==> src/rtl/ula_pkg.sv <==
// Shared constants for the ALU control block: ALU op codes, MIPS opcode and
// funct values, operand mux select codes and the controller state encoding.
package ula_pkg;

    typedef enum logic [1:0] {
        S_IDLE   = 2'd0,
        S_DECODE = 2'd1,
        S_EXEC   = 2'd2,
        S_WB     = 2'd3
    } state_t;

    // ALU operation codes
    localparam logic [4:0] OP_SLL  = 5'd0;
    localparam logic [4:0] OP_SRL  = 5'd1;
    localparam logic [4:0] OP_SRA  = 5'd2;
    localparam logic [4:0] OP_SLLV = 5'd3;
    localparam logic [4:0] OP_SRLV = 5'd4;
    localparam logic [4:0] OP_SRAV = 5'd5;
    localparam logic [4:0] OP_ADD  = 5'd6;
    localparam logic [4:0] OP_SUB  = 5'd7;
    localparam logic [4:0] OP_AND  = 5'd8;
    localparam logic [4:0] OP_OR   = 5'd9;
    localparam logic [4:0] OP_XOR  = 5'd10;
    localparam logic [4:0] OP_NOR  = 5'd11;
    localparam logic [4:0] OP_SLT  = 5'd12;
    localparam logic [4:0] OP_SLTU = 5'd13;
    localparam logic [4:0] OP_LUI  = 5'd14;

    // MIPS primary opcodes
    localparam logic [5:0] OPC_RTYPE = 6'h00;
    localparam logic [5:0] OPC_ADDI  = 6'h08;
    localparam logic [5:0] OPC_ADDIU = 6'h09;
    localparam logic [5:0] OPC_SLTI  = 6'h0A;
    localparam logic [5:0] OPC_SLTIU = 6'h0B;
    localparam logic [5:0] OPC_ANDI  = 6'h0C;
    localparam logic [5:0] OPC_ORI   = 6'h0D;
    localparam logic [5:0] OPC_XORI  = 6'h0E;
    localparam logic [5:0] OPC_LUI   = 6'h0F;

    // R-type funct codes
    localparam logic [5:0] FN_SLL  = 6'h00;
    localparam logic [5:0] FN_SRL  = 6'h02;
    localparam logic [5:0] FN_SRA  = 6'h03;
    localparam logic [5:0] FN_SLLV = 6'h04;
    localparam logic [5:0] FN_SRLV = 6'h06;
    localparam logic [5:0] FN_SRAV = 6'h07;
    localparam logic [5:0] FN_ADD  = 6'h20;
    localparam logic [5:0] FN_ADDU = 6'h21;
    localparam logic [5:0] FN_SUB  = 6'h22;
    localparam logic [5:0] FN_SUBU = 6'h23;
    localparam logic [5:0] FN_AND  = 6'h24;
    localparam logic [5:0] FN_OR   = 6'h25;
    localparam logic [5:0] FN_XOR  = 6'h26;
    localparam logic [5:0] FN_NOR  = 6'h27;
    localparam logic [5:0] FN_SLT  = 6'h2A;
    localparam logic [5:0] FN_SLTU = 6'h2B;

    // Operand mux selects
    localparam logic [1:0] IN1_RT   = 2'b00;
    localparam logic [1:0] IN1_SIMM = 2'b01;
    localparam logic [1:0] IN1_ZIMM = 2'b10;
    localparam logic       IN2_RS    = 1'b0;
    localparam logic       IN2_SHAMT = 1'b1;

endpackage

==> src/rtl/ula_ctrl_dec.sv <==
// Combinational instruction decoder: maps opcode/funct/rt/rd to the ALU
// operation, operand mux selects, write-back register and an illegal flag.
module ula_ctrl_dec
    import ula_pkg::*;
#(
    parameter bit ALLOW_UNSIGNED_ALIAS = 1'b1
) (
    input  logic [5:0] opcode,
    input  logic [5:0] funct,
    input  logic [4:0] rt,
    input  logic [4:0] rd,
    output logic [4:0] ula_op,
    output logic [1:0] in1_sel,
    output logic       in2_sel,
    output logic [4:0] wb_addr,
    output logic       illegal
);

    // Table decode; anything not listed is flagged illegal
    always_comb begin
        ula_op  = OP_SLL;
        in1_sel = IN1_RT;
        in2_sel = IN2_RS;
        wb_addr = rd;
        illegal = 1'b0;
        case (opcode)
            OPC_RTYPE: begin
                wb_addr = rd;
                case (funct)
                    FN_SLL:  begin ula_op = OP_SLL; in2_sel = IN2_SHAMT; end
                    FN_SRL:  begin ula_op = OP_SRL; in2_sel = IN2_SHAMT; end
                    FN_SRA:  begin ula_op = OP_SRA; in2_sel = IN2_SHAMT; end
                    FN_SLLV: ula_op = OP_SLLV;
                    FN_SRLV: ula_op = OP_SRLV;
                    FN_SRAV: ula_op = OP_SRAV;
                    FN_ADD:  ula_op = OP_ADD;
                    FN_ADDU: begin
                        ula_op  = OP_ADD;
                        illegal = !ALLOW_UNSIGNED_ALIAS;
                    end
                    FN_SUB:  ula_op = OP_SUB;
                    FN_SUBU: begin
                        ula_op  = OP_SUB;
                        illegal = !ALLOW_UNSIGNED_ALIAS;
                    end
                    FN_AND:  ula_op = OP_AND;
                    FN_OR:   ula_op = OP_OR;
                    FN_XOR:  ula_op = OP_XOR;
                    FN_NOR:  ula_op = OP_NOR;
                    FN_SLT:  ula_op = OP_SLT;
                    FN_SLTU: ula_op = OP_SLTU;
                    default: illegal = 1'b1;
                endcase
            end
            OPC_ADDI:  begin ula_op = OP_ADD;  in1_sel = IN1_SIMM; wb_addr = rt; end
            OPC_ADDIU: begin
                ula_op  = OP_ADD;
                in1_sel = IN1_SIMM;
                wb_addr = rt;
                illegal = !ALLOW_UNSIGNED_ALIAS;
            end
            OPC_SLTI:  begin ula_op = OP_SLT;  in1_sel = IN1_SIMM; wb_addr = rt; end
            OPC_SLTIU: begin ula_op = OP_SLTU; in1_sel = IN1_SIMM; wb_addr = rt; end
            OPC_ANDI:  begin ula_op = OP_AND;  in1_sel = IN1_ZIMM; wb_addr = rt; end
            OPC_ORI:   begin ula_op = OP_OR;   in1_sel = IN1_ZIMM; wb_addr = rt; end
            OPC_XORI:  begin ula_op = OP_XOR;  in1_sel = IN1_ZIMM; wb_addr = rt; end
            OPC_LUI:   begin ula_op = OP_LUI;  in1_sel = IN1_ZIMM; wb_addr = rt; end
            default:   illegal = 1'b1;
        endcase
    end

endmodule

==> src/rtl/ula_ctrl.sv <==
// ALU controller: accepts one MIPS instruction at a time and sequences it
// through IDLE -> DECODE -> EXEC -> WB, driving ALU op/mux selects, an exec
// strobe and a register write-back strobe.
module ula_ctrl
    import ula_pkg::*;
#(
    parameter bit ALLOW_UNSIGNED_ALIAS = 1'b1
) (
    input  logic        clk,
    input  logic        reset,
    input  logic        instr_valid,
    input  logic [31:0] instr,
    output logic        instr_ready,
    output logic [4:0]  rs_addr,
    output logic [4:0]  rt_addr,
    output logic [4:0]  shamt,
    output logic [15:0] imm,
    output logic [4:0]  ula_op,
    output logic [1:0]  in1_sel,
    output logic        in2_sel,
    output logic        exec,
    output logic        reg_write,
    output logic [4:0]  wb_addr,
    output logic        illegal
);

    state_t     state;
    state_t     state_next;
    logic [5:0] opcode;

    logic [4:0] dec_ula_op;
    logic [1:0] dec_in1_sel;
    logic       dec_in2_sel;
    logic [4:0] dec_wb_addr;
    logic       dec_illegal;

    // funct and rd live inside the latched immediate field
    ula_ctrl_dec #(
        .ALLOW_UNSIGNED_ALIAS(ALLOW_UNSIGNED_ALIAS)
    ) u_dec (
        .opcode  (opcode),
        .funct   (imm[5:0]),
        .rt      (rt_addr),
        .rd      (imm[15:11]),
        .ula_op  (dec_ula_op),
        .in1_sel (dec_in1_sel),
        .in2_sel (dec_in2_sel),
        .wb_addr (dec_wb_addr),
        .illegal (dec_illegal)
    );

    assign instr_ready = (state == S_IDLE);

    // State register with synchronous reset
    always_ff @(posedge clk) begin
        if (reset) state <= S_IDLE;
        else       state <= state_next;
    end

    // Next-state logic; an illegal instruction occupies the EXEC slot with
    // exec suppressed (illegal pulses instead) and then returns to IDLE
    always_comb begin
        state_next = state;
        case (state)
            S_IDLE:   if (instr_valid) state_next = S_DECODE;
            S_DECODE: state_next = S_EXEC;
            S_EXEC:   state_next = illegal ? S_IDLE : S_WB;
            S_WB:     state_next = S_IDLE;
            default:  state_next = S_IDLE;
        endcase
    end

    // Field latches, registered decode results and one-cycle strobes
    always_ff @(posedge clk) begin
        if (reset) begin
            opcode    <= '0;
            rs_addr   <= '0;
            rt_addr   <= '0;
            shamt     <= '0;
            imm       <= '0;
            ula_op    <= '0;
            in1_sel   <= '0;
            in2_sel   <= '0;
            wb_addr   <= '0;
            exec      <= 1'b0;
            reg_write <= 1'b0;
            illegal   <= 1'b0;
        end else begin
            exec      <= 1'b0;
            reg_write <= 1'b0;
            illegal   <= 1'b0;
            case (state)
                S_IDLE: begin
                    if (instr_valid) begin
                        opcode  <= instr[31:26];
                        rs_addr <= instr[25:21];
                        rt_addr <= instr[20:16];
                        shamt   <= instr[10:6];
                        imm     <= instr[15:0];
                    end
                end
                S_DECODE: begin
                    if (dec_illegal) begin
                        illegal <= 1'b1;
                    end else begin
                        ula_op  <= dec_ula_op;
                        in1_sel <= dec_in1_sel;
                        in2_sel <= dec_in2_sel;
                        wb_addr <= dec_wb_addr;
                        exec    <= 1'b1;
                    end
                end
                S_EXEC: begin
                    if (!illegal && (wb_addr != 5'd0)) reg_write <= 1'b1;
                end
                default: ;
            endcase
        end
    end

endmodule

==> config.mk <==
export PLATFORM = sky130hd
export DESIGN_NAME = ula_ctrl
export DESIGN_NICKNAME = d
export VERILOG_FILES = /design/src/rtl/ula_pkg.sv /design/src/rtl/ula_ctrl_dec.sv /design/src/rtl/ula_ctrl.sv
export SDC_FILE = /design/constraint.sdc
export NUM_CORES = 1
export LEC_CHECK = 0
export ABC_AREA = 1
export CAP_MARGIN = 10
export CORE_MARGIN = 4
export CORE_UTILIZATION = 62
export DETAILED_ROUTE_END_ITERATION = 12
export DONT_BUFFER_PORTS = 1
export PLACE_DENSITY = 0.78
export SYNTH_ARGS = -nofsm -noshare
export SYNTH_HDL_FRONTEND = slang
export SYNTH_SLANG_ARGS = --single-unit
==> constraint.sdc <==
create_clock -name clk -period 1.6 [get_ports clk]
set_input_delay 0.24 -clock clk [delete_from_list [all_inputs] [get_ports clk]]
set_output_delay 0.24 -clock clk [all_outputs]
set_load 0.1 [all_outputs]
==> impl_metrics.json <==
{
  "dr.pass1.iters": 4,
  "intPower_mw": 2.05,
  "drtIter0Drc": 148,
  "worst_ep_required_time_ps": 1860,
  "synthSimpleGateAreaFrac_pct": 32.4,
  "cts_buffers": 5,
  "slew_viol_final": 0,
  "reg2reg_depth": 5,
  "holdPathStages": 2,
  "cts_tree": "done",
  "period_share_pct": 92.4,
  "grt_pass1_wl_mm": 7.66,
  "leakagePower_nw": 1.30,
  "grt_antenna_before_repair": 0,
  "fin_area_sq_um": 2680,
  "timing.rr.start": "opcode[5]$_SDFFE_PP0P_",
  "first_global_vias": 1783,
  "area_delta_synth_final_pct": 22.2,
  "synth_ff_type": "dfxtp_1",
  "relSlewSlack_pct": 54.8,
  "cp_num_buf_inv": 0,
  "critPathMaxStageDelay_ps": 370,
  "ys_ff_latch": 49,
  "synth_area_leader_cell": "dfxtp_1",
  "hp-start": "instr[25]",
  "wl_per_cell_microns": 12.4,
  "critPathLaunchType": "flip-flop",
  "cp_max_fo": 10,
  "dpl.hpwl_mm": 3.52,
  "postLayoutSetupSlackWorst_ps": 121,
  "synth.top_cells.by_count": "nor2_1, nand2_1, dfxtp_1",
  "cts_root_buffer": "clkbuf_4",
  "core_area_sq_um": 3360,
  "rsz0062_at_grt": "false",
  "cp_top_family": "simple AND/OR/NAND/NOR gates",
  "track_usage_pct": 22.4,
  "pre_cts_slack_ps": 132,
  "yosysMostFrequentCell": "nor2_1",
  "status": "finished, final reports clean",
  "antennaDiodeCount": 0,
  "hp-class": "in -> reg",
  "synth_area_sq_um": 2190,
  "synth_top_area_share_pct": 44.8,
  "portBuffers": 0,
  "die_w_microns": 67.4,
  "cts_sinks": 49,
  "ios": 83,
  "fillers": 256,
  "critical-path-slowest-cell": "dfxtp_1",
  "synth_mux_area_share_pct": 0,
  "cts_setup_buffers": 0,
  "multi_input_area_sq_um": 1030,
  "cp_data_arrival_time_ps": 1740,
  "cp.depth": 5,
  "yosysWarningCount": 0,
  "vias": 2035,
  "cp-startpoint": "opcode[5]$_SDFFE_PP0P_",
  "synth.area.top_cells": "dfxtp_1, nor2_1, nand2_1",
  "cts.htree.levels": 2,
  "drive_above_1_share_pct": 23.9,
  "swShare_pct": 51.8,
  "utilization_pct": 79.5,
  "cp-end-kind": "flip-flop",
  "path_cells": "nor2_4 > nand2_2 > nand2_1 > nand3_4 > o21a_1",
  "cap_violations": 0,
  "die_area_sq_um": 4550,
  "postSynth.asyncResetShare_pct": 0,
  "clock_skew_ps": 14.8,
  "hold_violations": 0,
  "ys_types": 26,
  "combinationalPowerShare_pct": 50.5,
  "yosysSeqAreaShare_pct": 44.8,
  "synth_xor_area_share_pct": 0,
  "syn_nets": 355,
  "finalSetupTns_ps": 0,
  "cts.clk_slew.worst_paths_ps": 130,
  "synth_top_family_by_area": "simple AND/OR/NAND/NOR gates",
  "pwr-share-clk_pct": 13.6,
  "syn_avg_cell_area_sq_um": 6.84,
  "nNetsFinal": 390,
  "final.min_clock_period_ps": 1480,
  "gp_congestion": 0.835,
  "synth-edff-count": 0,
  "antenna_left": 0,
  "p_sw_mw": 2.21,
  "grt_max_degree": 46,
  "crit_type": "reg -> reg",
  "drc": 0,
  "synth-compound-area-share_pct": 12.3,
  "insertion_delay_ps": 360,
  "finalWirelength_mm": 4.96,
  "grt-ovfl-total": 0,
  "powerDensity_nw_per_um2": 1590,
  "syn_inst": 320,
  "synth-adder-area-share_pct": 0,
  "cts_max_path_buffers": 2,
  "placed_cell_area_sq_um": 2570,
  "fmax_mhz": 676,
  "regArea_sq_um": 1010,
  "start_util_pct": 65.1,
  "setup_viol": 0,
  "fp-row-count": 21,
  "via_per_inst": 5.07,
  "die_h_microns": 67.4,
  "worst_pin_slew_ps": 678,
  "vdd_drop_max_mv": 1.06,
  "seqPwrFrac_pct": 35.9
}
## kinds of logic after synthesis
| kind of cell | after synthesis |
|---|---|
| simple gates | 168 |
| compound gates | 52 |
| buf+inv | 50 |
| flops | 49 |
| other cells | 1 |
## cell type report
type	count	area share, %
Clock buffer	6	1.92
Clock inverter	1	0.234
Inverter	32	4.49
Tap cell	46	2.15
Multi-Input combinational cell	222	38.4
Sequential cell	49	37.8
Timing Repair Buffer	45	15.1
## power groups by stage
stage	registers, mW	logic (mW)	clock network (mW)
floorplan	2.51	0.785	0
global placement	1.54	2.09	0
detailed placement	1.55	2.12	0
CTS	1.52	2.12	0.593
global route	1.55	2.28	0.645
finish	1.53	2.15	0.579
## path summary, 6_finish.rpt
path                                                 to  slack, ps
worst max register to register   ula_op[0]$_SDFFE_PP0P_        120
worst max-delay path             ula_op[0]$_SDFFE_PP0P_        120
worst min-delay path            rs_addr[4]$_SDFFE_PP0P_         40
worst min register to register  rt_addr[4]$_SDFFE_PP0P_        490
## routing by layer
layer / GRT usage (%) / part of all wire [%] / up-vias
met3: 7.65 / 7.8 / 6
li1: - / - / 1066
met4: 7.59 / 0.62 / 0
met5: 0 / 0 / -
met1: 26.9 / 41 / 894
met2: 37.2 / 50 / 69
## stage by stage
step	instances	power [mW]	hold WS (ps)
after floorplan	320	3.30	356
after global placement	392	3.63	361
after detailed placement	392	3.66	363
after CTS	400	4.23	30.8
after global routing	401	4.47	12.9
final	401	4.26	43.8
## cell usage in the layout, fill, tap and decap left out, types with 2 or more instances in the layout
master and n:
a21oi_1 11, buf_12 5, buf_4 39, clkbuf_4 5, clkinv_1 2, dfxtp_1 37, dfxtp_2 6, dfxtp_4 6
inv_1 27, inv_2 3, nand2_1 57, nand2_2 3, nand3_1 9, nand3_2 2, nand3_4 2, nand4_1 2
nor2_1 78, nor2_2 6, nor2_4 3, nor3_1 5, o21ai_0 37
## flip-flops by register name (all words and copies together) (netlist names), 2 cells and up
| name | count |
|---|---|
| imm | 12 |
| opcode | 6 |
| rs_addr | 5 |
| rt_addr | 5 |
| wb_addr | 5 |
| shamt | 4 |
| ula_op | 4 |
| in1_sel | 2 |
| state | 2 |
## timing repair
action / in CTS / in global routing
endpoints found under the hold margin: 1 / 0
hold buffers: 1 / 0
setup endpoints to repair: 0 / 11
gates resized for setup: 0 / 5
Note: power is estimated with default switching activity, not from simulation.
